[src/rtl/dac_spi_pkg.sv]
// Shared types and constants for the DAC SPI output stage.
package dac_spi_pkg;

    localparam int unsigned FRAME_BITS  = 16;
    localparam int unsigned DATA_BITS   = 12;
    localparam int unsigned SAMPLE_BITS = 8;
    localparam int unsigned GAIN_BITS   = 4;
    localparam int unsigned PD_BITS     = 2;
    localparam int unsigned CNT_BITS    = 5;

    // DAC121S101 power-down field encodings
    localparam logic [PD_BITS-1:0] PD_NORMAL = 2'b00;
    localparam logic [PD_BITS-1:0] PD_1K     = 2'b01;
    localparam logic [PD_BITS-1:0] PD_100K   = 2'b10;
    localparam logic [PD_BITS-1:0] PD_HIZ    = 2'b11;

    typedef enum logic [1:0] {
        ST_IDLE  = 2'd0,
        ST_SHIFT = 2'd1,
        ST_QUIET = 2'd2
    } state_t;

    // Assemble the 16-bit DAC word: two don't-care zeros, power-down bits, code
    function automatic logic [FRAME_BITS-1:0] build_frame(
        input logic [PD_BITS-1:0]   pd,
        input logic [DATA_BITS-1:0] code
    );
        return {2'b00, pd, code};
    endfunction

endpackage

[src/rtl/dac_spi_if.sv]
// Sample handshake bus between the waveform generator and the DAC stage.
interface dac_spi_if;
    import dac_spi_pkg::*;

    logic                   s_valid;
    logic [SAMPLE_BITS-1:0] s_data;
    logic                   s_ready;
    logic [GAIN_BITS-1:0]   gain;
    logic [PD_BITS-1:0]     pd_mode;

    modport master (output s_valid, s_data, gain, pd_mode, input s_ready);
    modport slave  (input s_valid, s_data, gain, pd_mode, output s_ready);
endinterface

[src/rtl/dac_spi_tick.sv]
// sclk half-period divider: free-runs only while the frame engine is active.
module dac_spi_tick #(
    parameter int unsigned CLK_DIV = 2
) (
    input  logic clk,
    input  logic clr,
    input  logic run,
    output logic tick
);
    localparam int unsigned CW = (CLK_DIV > 1) ? $clog2(CLK_DIV) : 1;
    localparam logic [CW-1:0] LAST = CW'(CLK_DIV - 1);

    logic [CW-1:0] cnt;

    // Count 0..CLK_DIV-1, held at zero while idle
    always_ff @(posedge clk) begin
        if (clr || !run) begin
            cnt <= '0;
        end else if (cnt == LAST) begin
            cnt <= '0;
        end else begin
            cnt <= cnt + CW'(1);
        end
    end

    assign tick = run && (cnt == LAST);
endmodule

[src/rtl/dac_spi_tx.sv]
// Serial DAC output stage: one 8-bit sample in, one 16-bit SPI frame out.
// Optional feature: define DAC_GAIN_EN to scale samples by gain (8x4 multiply).
module dac_spi_tx
    import dac_spi_pkg::*;
#(
    parameter int unsigned CLK_DIV = 2
) (
    input  logic          clk,
    input  logic          clr,
    dac_spi_if.slave      bus,
    output logic          dac_sync_n,
    output logic          dac_sclk,
    output logic          dac_din,
    output logic          busy,
    output logic          frame_done
);
    state_t                state, state_d;
    logic [FRAME_BITS-1:0] sreg, sreg_d;
    logic [CNT_BITS-1:0]   bit_cnt, bit_cnt_d;
    logic                  ready, ready_d;
    logic                  sync_n_d, sclk_d, din_d, busy_d, frame_done_d;
    logic                  tick;
    logic [DATA_BITS-1:0]  code_c;
    logic [FRAME_BITS-1:0] frame_c;

    dac_spi_tick #(.CLK_DIV(CLK_DIV)) u_tick (
        .clk  (clk),
        .clr  (clr),
        .run  (state != ST_IDLE),
        .tick (tick)
    );

`ifdef DAC_GAIN_EN
    // Scaled code; an 8x4 product always fits in 12 bits
    assign code_c = DATA_BITS'(bus.s_data) * DATA_BITS'(bus.gain);
`else
    // Replicate the top nibble so full scale maps to 0xFFF
    assign code_c = {bus.s_data, bus.s_data[SAMPLE_BITS-1 -: 4]};
    logic unused_gain;
    assign unused_gain = ^bus.gain;
`endif

    assign frame_c   = build_frame(bus.pd_mode, code_c);
    assign bus.s_ready = ready;

    // State and output registers
    always_ff @(posedge clk) begin
        if (clr) begin
            state      <= ST_IDLE;
            sreg       <= '0;
            bit_cnt    <= '0;
            ready      <= 1'b1;
            dac_sync_n <= 1'b1;
            dac_sclk   <= 1'b1;
            dac_din    <= 1'b0;
            busy       <= 1'b0;
            frame_done <= 1'b0;
        end else begin
            state      <= state_d;
            sreg       <= sreg_d;
            bit_cnt    <= bit_cnt_d;
            ready      <= ready_d;
            dac_sync_n <= sync_n_d;
            dac_sclk   <= sclk_d;
            dac_din    <= din_d;
            busy       <= busy_d;
            frame_done <= frame_done_d;
        end
    end

    // Next-state and next-output logic for the frame engine
    always_comb begin
        state_d      = state;
        sreg_d       = sreg;
        bit_cnt_d    = bit_cnt;
        sync_n_d     = dac_sync_n;
        sclk_d       = dac_sclk;
        din_d        = dac_din;
        frame_done_d = 1'b0;

        unique case (state)
            ST_IDLE: begin
                if (bus.s_valid && ready) begin
                    sreg_d    = frame_c;
                    bit_cnt_d = '0;
                    sync_n_d  = 1'b0;
                    sclk_d    = 1'b1;
                    din_d     = frame_c[FRAME_BITS-1];
                    state_d   = ST_SHIFT;
                end
            end
            ST_SHIFT: begin
                if (tick) begin
                    if (dac_sclk) begin
                        // Falling edge: DAC samples the current bit
                        sclk_d    = 1'b0;
                        bit_cnt_d = bit_cnt + CNT_BITS'(1);
                    end else if (bit_cnt == CNT_BITS'(FRAME_BITS)) begin
                        sclk_d   = 1'b1;
                        sync_n_d = 1'b1;
                        din_d    = 1'b0;
                        state_d  = ST_QUIET;
                    end else begin
                        // Rising edge: present the next bit
                        sclk_d = 1'b1;
                        sreg_d = {sreg[FRAME_BITS-2:0], 1'b0};
                        din_d  = sreg[FRAME_BITS-2];
                    end
                end
            end
            ST_QUIET: begin
                if (tick) begin
                    state_d      = ST_IDLE;
                    frame_done_d = 1'b1;
                end
            end
            default: state_d = ST_IDLE;
        endcase

        ready_d = (state_d == ST_IDLE);
        busy_d  = (state_d != ST_IDLE);
    end
endmodule

[src/flat_wrapper.sv]
// flat-port wrapper written by rule: the top's interface ports become plain ports
module dac_spi_tx_flat import dac_spi_pkg::*;
#(
    parameter int unsigned CLK_DIV = 2
)
  (clk, clr, dac_sync_n, dac_sclk, dac_din, busy, frame_done, bus_s_valid, bus_s_data, bus_gain, bus_pd_mode, bus_s_ready);
  dac_spi_if bus_i ();
  input  logic clk;
  input  logic clr;
  output logic dac_sync_n;
  output logic dac_sclk;
  output logic dac_din;
  output logic busy;
  output logic frame_done;
  input wire logic [$bits(bus_i.s_valid)-1:0] bus_s_valid;
  input wire logic [$bits(bus_i.s_data)-1:0] bus_s_data;
  input wire logic [$bits(bus_i.gain)-1:0] bus_gain;
  input wire logic [$bits(bus_i.pd_mode)-1:0] bus_pd_mode;
  output wire logic [$bits(bus_i.s_ready)-1:0] bus_s_ready;
  assign bus_i.s_valid = bus_s_valid;
  assign bus_i.s_data = bus_s_data;
  assign bus_i.gain = bus_gain;
  assign bus_i.pd_mode = bus_pd_mode;
  assign bus_s_ready = bus_i.s_ready;
  dac_spi_tx #(.CLK_DIV(CLK_DIV)) u_core (.clk(clk), .clr(clr), .bus(bus_i), .dac_sync_n(dac_sync_n), .dac_sclk(dac_sclk), .dac_din(dac_din), .busy(busy), .frame_done(frame_done));
endmodule
[config.mk]
export PLATFORM = sky130hd
export DESIGN_NAME = dac_spi_tx_flat
export DESIGN_NICKNAME = d
export VERILOG_FILES = /design/src/rtl/dac_spi_pkg.sv /design/src/rtl/dac_spi_if.sv /design/src/rtl/dac_spi_tick.sv /design/src/rtl/dac_spi_tx.sv /design/src/flat_wrapper.sv
export SDC_FILE = /design/constraint.sdc
export NUM_CORES = 1
export LEC_CHECK = 0
export BUFFER_PORTS_ARGS = -buffer_cell sky130_fd_sc_hd__clkbuf_2
export CORE_MARGIN = 4
export CORE_UTILIZATION = 34
export DETAILED_ROUTE_END_ITERATION = 10
export GPL_ROUTABILITY_DRIVEN = 0
export HOLD_SLACK_MARGIN = 0.06
export PLACE_DENSITY_LB_ADDON = 0.25
export SLEW_MARGIN = 20
export SYNTH_ARGS = -nofsm -noshare
export SYNTH_HDL_FRONTEND = slang
export SYNTH_SLANG_ARGS = --single-unit
[constraint.sdc]
create_clock -name clk -period 1.7 [get_ports clk]
set_clock_uncertainty 0.1 [all_clocks]
set_input_delay 0.255 -clock clk [delete_from_list [all_inputs] [get_ports clk]]
set_output_delay 0.255 -clock clk [all_outputs]
set_load 0.005 [all_outputs]
# Yosys cells after proc, flatten, opt, wreduce, memory -nomap -nowiden
# Cells that the tools add are included.
[op_classes] eq_ne=9 mux=29 addsub=2 bitwise=1 n_reduce_logical=16
[op_table] cell="15-bit 2-to-1 mux" count=4
[op_table] cell="15-bit one-hot mux with 2 select lines" count=1
[op_table] cell="5-bit 2-to-1 mux" count=3
[op_table] cell="1-bit 2-to-1 mux" count=11
[op_table] cell="2-bit 2-to-1 mux" count=5
[op_table] cell="5-bit one-hot mux with 2 select lines" count=1
[op_table] cell="5-bit AND reduction" count=2
[op_table] cell="2-bit by 1-bit inequality test with 1-bit output, second input constant" count=4
[op_table] cell="4-bit AND reduction" count=2
[op_table] cell="1-bit one-hot mux with 2 select lines" count=3
[op_table] cell="2-bit one-hot mux with 3 select lines" count=1
[op_table] cell="2-bit nonzero test" count=3
[op_table] cell="5-bit by 1-bit adder with 5-bit output, second input constant" count=1
[op_table] cell="5-bit equality test, second input constant" count=1
[op_table] cell="2-bit logical NOT" count=2
[op_table] cell="2-bit inequality test, second input constant" count=2
[op_table] cell="2-bit OR reduction" count=2
[op_table] cell="3-bit AND reduction" count=1
[op_table] cell="2-bit by 1-bit equality test with 1-bit output, second input constant" count=1
[op_table] cell="2-bit equality test, second input constant" count=1
[op_table] cell="1-bit logical AND" count=2
[op_table] cell="1-bit adder, second input constant" count=1
[op_table] cell="1-bit logical NOT" count=1
[op_table] cell="1-bit logical OR" count=1
[op_table] cell="1-bit NOT" count=1
[totals] register_bits=29 output_inout_bits=6 inputBits=17

# Longest topological paths before layout
[depth] ltp_word=6 depth_mapped=6 ltp_nobuf=5

# By module
# A second synthesis with hierarchy kept.
[hier_totals] cells_unflattened=145 hier_area_um2=1330.0
[by_module_without_submodules] mod="dac_spi_tx" area_per_inst_um2=1290.0 seq_area_each_um2=560.5 instances=1 cells_each=142
[by_module_without_submodules] mod="dac_spi_tick" area_per_inst_um2=40.0 seq_area_each_um2=20.0 instances=1 cells_each=3

# Least setup slack after synthesis
# No wires, ideal clock.
[synth_path] path_kind="register to register" startpoint="register u_core.bit_cnt[0]" endpoint="register u_core.sreg[14]" path_stages_with_launch=7 required_ps=1528 synth_period_minus_slack_ps=1586 setup_time_ps=72 t_arrival_ps=1415 slack_ps=114 path_cell_list="dfxtp_1 -> inv_1 -> ha_1 -> and4bb_2 -> o21ai_2 -> buf_4 -> mux2i_1"
[synth_between] elab_chain_cells=3
[synth_rtl] item="from (decl)" line="dac_spi_tx.sv:19" rtl="logic [CNT_BITS-1:0] bit_cnt, bit_cnt_d;"
[synth_rtl] item="from (signal assigned)" line="dac_spi_tx.sv:61" rtl="bit_cnt <= bit_cnt_d;"
[synth_rtl] item="5-bit equality test" line="dac_spi_tx.sv:98" rtl="end else if (bit_cnt == CNT_BITS'(FRAME_BITS)) begin"
[synth_rtl] item="2-bit inequality test (no line)"
[synth_rtl] item="5-bit AND reduction (no line)"
[synth_rtl] item="to (signal assigned)" line="dac_spi_tx.sv:60" rtl="sreg <= sreg_d;"
[synth_rtl] item="to (decl)" line="dac_spi_tx.sv:18" rtl="logic [FRAME_BITS-1:0] sreg, sreg_d;"
# Every way passes these cells.
# A chain may end at the register's enable or synchronous reset.

# Worst setup path in the final report
[layout_path] startpoint="register u_core.state[0]" endpoint="register u_core.ready, in the netlist u_core.bus.s_ready"
[layout_between] elab_chain_cells=5 elab_cells_between_ends=12 cone_classes="2 x eq/ne; 6 x mux; 4 x reduce/logical"
[layout_rtl] item="from (decl)" line="dac_spi_tx.sv:17" rtl="state_t state, state_d;"
[layout_rtl] item="from (signal assigned)" line="dac_spi_tx.sv:59" rtl="state <= state_d;"
[layout_rtl] item="2-bit 2-to-1 mux / 2-bit nonzero test (equally long branches)" line="dac_spi_tx.sv:98, dac_spi_tx.sv:29"
[layout_rtl] item="2-bit 2-to-1 mux / 1-bit logical AND (equally long branches)" line="dac_spi_tx.sv:94, dac_spi_tick.sv:26"
[layout_rtl] item="2-bit 2-to-1 mux (on tied branches)" line="dac_spi_tx.sv:93, dac_spi_tx.sv:112"
[layout_rtl] item="2-bit one-hot mux with 3 select lines (*)" line="dac_spi_tx.sv:81" rtl="unique case (state)"
[layout_rtl] item="2-bit logical NOT (*)" line="dac_spi_tx.sv:120" rtl="ready_d = (state_d == ST_IDLE);"
[layout_rtl] item="to (signal assigned)" line="dac_spi_tx.sv:62" rtl="ready <= ready_d;"
[layout_rtl] item="to (decl)" line="dac_spi_tx.sv:20" rtl="logic ready, ready_d;"
# Mark *: on every way between the ends. The rest lies on a longest branch, timed or not.

==> run_results.csv <==
group,metric,value,unit
status,outcome,"finished, final reports clean",
drt,viasPerCell,5.489,
hold_path,worstHoldPathCells,3,
critical_path,worst_ep_arrival_time,1680,ps
sta,final_hold_viol_count,0,
power,max-vdd-ir-drop,0.0005463,V
finish,drive_above_1_share,31.07,%
clock_tree,clock_buffers_created_by_tritoncts,5,
global_route,globalRouteTotalUtil,13.73,%
logic_synthesis,synthesis.area_per_instance,9.832,um2
floorplan,top_level_ports,23,
hold_path,worst_hold_startpoint,"bus_s_data[4]",
clock_tree,clock_tree_from_tritoncts,"built",
clock_tree,cts_max_path_buffers,2,
critical_path,setup.worst_path.class,"reg -> reg",
logic_synthesis,synth_cells,155,
logic_synthesis,yosys_register_bits,29,
global_route,number_of_antenna_violations_at_the_first_check_in_global_routing,0,
drt,detailroute.via_count,1257,
critical_path,worst_r2r_endpoint,"u_core.bus.s_ready",
floorplan,die_footprint,0.005618,mm2
logic_synthesis,synth-edff-count,0,
sta,period_minus_slack,1607,ps
critical_path,worst_path_dominant_cell_family,"simple AND/OR/NAND/NOR gates",
critical_path,crit_slowest_cell,"sky130_fd_sc_hd__dfxtp_1",
finish,final_net_count,197,
logic_synthesis,asyncSetResetFlopFracSynth,0,%
floorplan,chipWidth,74.95,um
critical_path,critical-path-max-stage-delay,540,ps
hold_path,min-delay-path-class,"in -> reg",
clock_tree,clock_insertion_delay_worst_skew,280,ps
critical_path,critical_path_required,1770,ps
place,place_inst,223,
critical_path,worstPathBufferInverterCount,0,
sta,setup_slack,92.98,ps
place,number_of_input_and_output_port_buffers_inserted,18,
finish,most_common_library_cell_in_the_layout_ignoring_fill_and_taps,"sky130_fd_sc_hd__dfxtp_1",
finish,diodes,0,
clock_tree,cts.hold.buffers_added,0,
sta,totalNegativeSetupSlack,0,ps
logic_synthesis,ys_seq_area_share,38.10,%
logic_synthesis,yosysUniqueCellTypes,40,
floorplan,design.core.area,0.004354,mm2
place,dp_hpwl,2.335,mm
finish,final_cell_mix,"sky130_fd_sc_hd__dfxtp_1, sky130_fd_sc_hd__nand2_1, sky130_fd_sc_hd__clkbuf_2",
sta,final.period_utilization,94.53,%
clock_tree,cts_repair_resize_count,0,
global_route,globalRoute.totalOverflow,0,
drt,drtIter0Drc,80,
logic_synthesis,yosys.area.top_type_share,38.10,%
logic_synthesis,netlist_area,0.001524,mm2
drt,detail_route.wirelength,3.367,mm
global_route,grt_start_max_net_pins,19,
critical_path,reg2reg_setup_slack,90,ps
critical_path,critPathLaunch,"u_core.state[0]",
clock_tree,clock-sinks,29,
finish,finalNonFillerCells,229,
sta,peak_freq,0.6223,GHz
floorplan,die_height,74.95,um
critical_path,rr_startpoint,"u_core.state[0]",
hold_path,worst_hold_path.endpoint,"u_core.sreg[0]",
logic_synthesis,ys_warn_count,0,
power,power.static_leakage,0.6493,nW
critical_path,worst-r2r-cell-count,3,
global_route,first_pass_grt_wire_length,5.851,mm
power,power_density,874.2,mW/mm2
finish,signed_area_change_from_the_synthesized_netlist_to_the_final_layout,17.00,%
logic_synthesis,synth_fp_nets,174,
clock_tree,number_of_post_cts_setup_repair_buffers,0,
drt,post_drt_wl_per_cell,14.70,um
sta,final_max_slew_viol_count,0,
power,p_total,0.001559,W
critical_path,crit_path_max_fanout,14,
floorplan,effective_utilization_at_floorplan,35.00,%
drt,postRouteAntennaNets,0,
sta,worst_hold_slack_after_final_layout,128.3,ps
floorplan,placementRows,24,
critical_path,timing.critical_path.cells,"and4bb_4 > nand2_1 > a41o_1",
sta,relSlewSlack,74.26,%
logic_synthesis,ys.flop_type,"sky130_fd_sc_hd__dfxtp_1",
clock_tree,cts.reportedPaths.clkPinSlew,60,ps
sta,grt_setup_unrepaired,"false",
critical_path,end_kind,"flop",
logic_synthesis,synth_top_cells_by_area,"sky130_fd_sc_hd__dfxtp_1, sky130_fd_sc_hd__a311oi_2, sky130_fd_sc_hd__nand2_1, sky130_fd_sc_hd__a211oi_2, sky130_fd_sc_hd__a21oi_1",
flow_run,maxCapViolations,0,
place,placement.setup.worst_slack,95.31,ps
logic_synthesis,synth_largest_area_cell,"sky130_fd_sc_hd__dfxtp_1",
drt,detailedRoute.firstPassIterationCount,4,
drt,remaining_routing_drc_violations,0,
sta,setup_violations,0,
critical_path,critical_path.startpoint_type,"flop",
global_route,first_global_vias,1241,
sta,tightestPinTransition,385.6,ps
clock_tree,cts-root-buf,"sky130_fd_sc_hd__clkbuf_8",
clock_tree,cts_h_tree_depth,2,
## power breakdown
| group | total, W | internal (W) | switching, W |
|---|---|---|---|
| logic | 0.000283 | 0.000139 | 0.000144 |
| registers | 0.000764 | 0.000728 | 0.0000367 |
| clock network | 0.000511 | 0.000268 | 0.000243 |
| total | 0.00156 | 0.00113 | 0.000424 |
## tightest hold or removal path, delay by kind of cell
kind / cells / cell delay, ps
AOI/OAI and AO/OA: 1 / 60
buffers and inverters: 1 / 80
and+or+nand+nor: 1 / 60
## per-layer routing
metal	vias to the layer above	track usage (%)	part of all wire, %
met3	9	4.139	4.2
met1	590	16.18	45
met2	30	22.73	48
met5	-	0	0
li1	628	-	-
met4	0	6.522	2.3
## area by class of cell
| class | count | area (um2) |
|---|---|---|
| Clock buffer | 5 | 68.82 |
| Clock inverter | 1 | 5.005 |
| Fill cell | 418 | 2571 |
| Inverter | 5 | 18.77 |
| Multi-Input combinational cell | 108 | 834.6 |
| Sequential cell | 29 | 580.6 |
| Tap cell | 52 | 65.06 |
| Timing Repair Buffer | 29 | 210.2 |
## cells by family (layout without fill, tap and decap cells)
| group | Yosys count | after routing | share of synthesized area [%] |
|---|---|---|---|
| adder cells (fa/ha/maj) | 2 | 2 | 1.642 |
| AO/OA/AOI/OAI | 45 | 45 | 26.76 |
| multiplexers | 4 | 4 | 2.709 |
| flip-flops | 29 | 29 | 38.10 |
| buffers and inverters | 18 | 40 | 7.717 |
| AND/OR/NAND/NOR | 57 | 57 | 23.07 |
## sequential cells by signal, indices dropped and copies added (netlist names)
signal              flops
u_core.sreg            15
u_core.bit_cnt          5
u_core.state            2
u_core.bus.s_ready      1
u_core.busy             1
u_core.dac_din          1
u_core.dac_sclk         1
u_core.dac_sync_n       1
u_core.frame_done       1
u_core.u_tick.cnt       1
## synth_stat cells (2+ instances only)
master                      number
sky130_fd_sc_hd__a211oi_1        6
sky130_fd_sc_hd__a211oi_2        7
sky130_fd_sc_hd__a21oi_1         9
sky130_fd_sc_hd__a311oi_1        5
sky130_fd_sc_hd__a311oi_2        7
sky130_fd_sc_hd__buf_4           5
sky130_fd_sc_hd__buf_8           2
sky130_fd_sc_hd__clkbuf_1        4
sky130_fd_sc_hd__dfxtp_1        29
sky130_fd_sc_hd__ha_1            2
sky130_fd_sc_hd__inv_1           5
sky130_fd_sc_hd__mux2i_1         3
sky130_fd_sc_hd__nand2_1        24
sky130_fd_sc_hd__nand2b_1        4
sky130_fd_sc_hd__nand3_1         7
sky130_fd_sc_hd__nand3b_1        2
sky130_fd_sc_hd__nand4bb_1       3
sky130_fd_sc_hd__nor2b_1         2
sky130_fd_sc_hd__nor3_1          3
sky130_fd_sc_hd__o211ai_1        3
sky130_fd_sc_hd__o21ai_1         2
sky130_fd_sc_hd__or3_1           3
## worst max path at each step
stage / end / slack (ps) / cells past startpoint
detailed placement: u_core.bit_cnt[2] / 100 / 4
finish: u_core.bus.s_ready / 90 / 3
global placement: u_core.bit_cnt[2] / 110 / 4
global route: u_core.bit_cnt[2] / 0.8 / 4
CTS: u_core.bit_cnt[2] / 90 / 4
floorplan: u_core.sreg[14] / 110 / 6
## stage by stage
| step | util [%] | instance area [um2] |
|---|---|---|
| floorplan | - | 1524 |
| global placement | 39.25 | 1709 |
| detailed placement | 39.25 | 1709 |
| CTS | 40.95 | 1783 |
| global route | 40.95 | 1783 |
| finish | 40.95 | 1783 |
No activity file was read; power rests on OpenSTA's default activity.
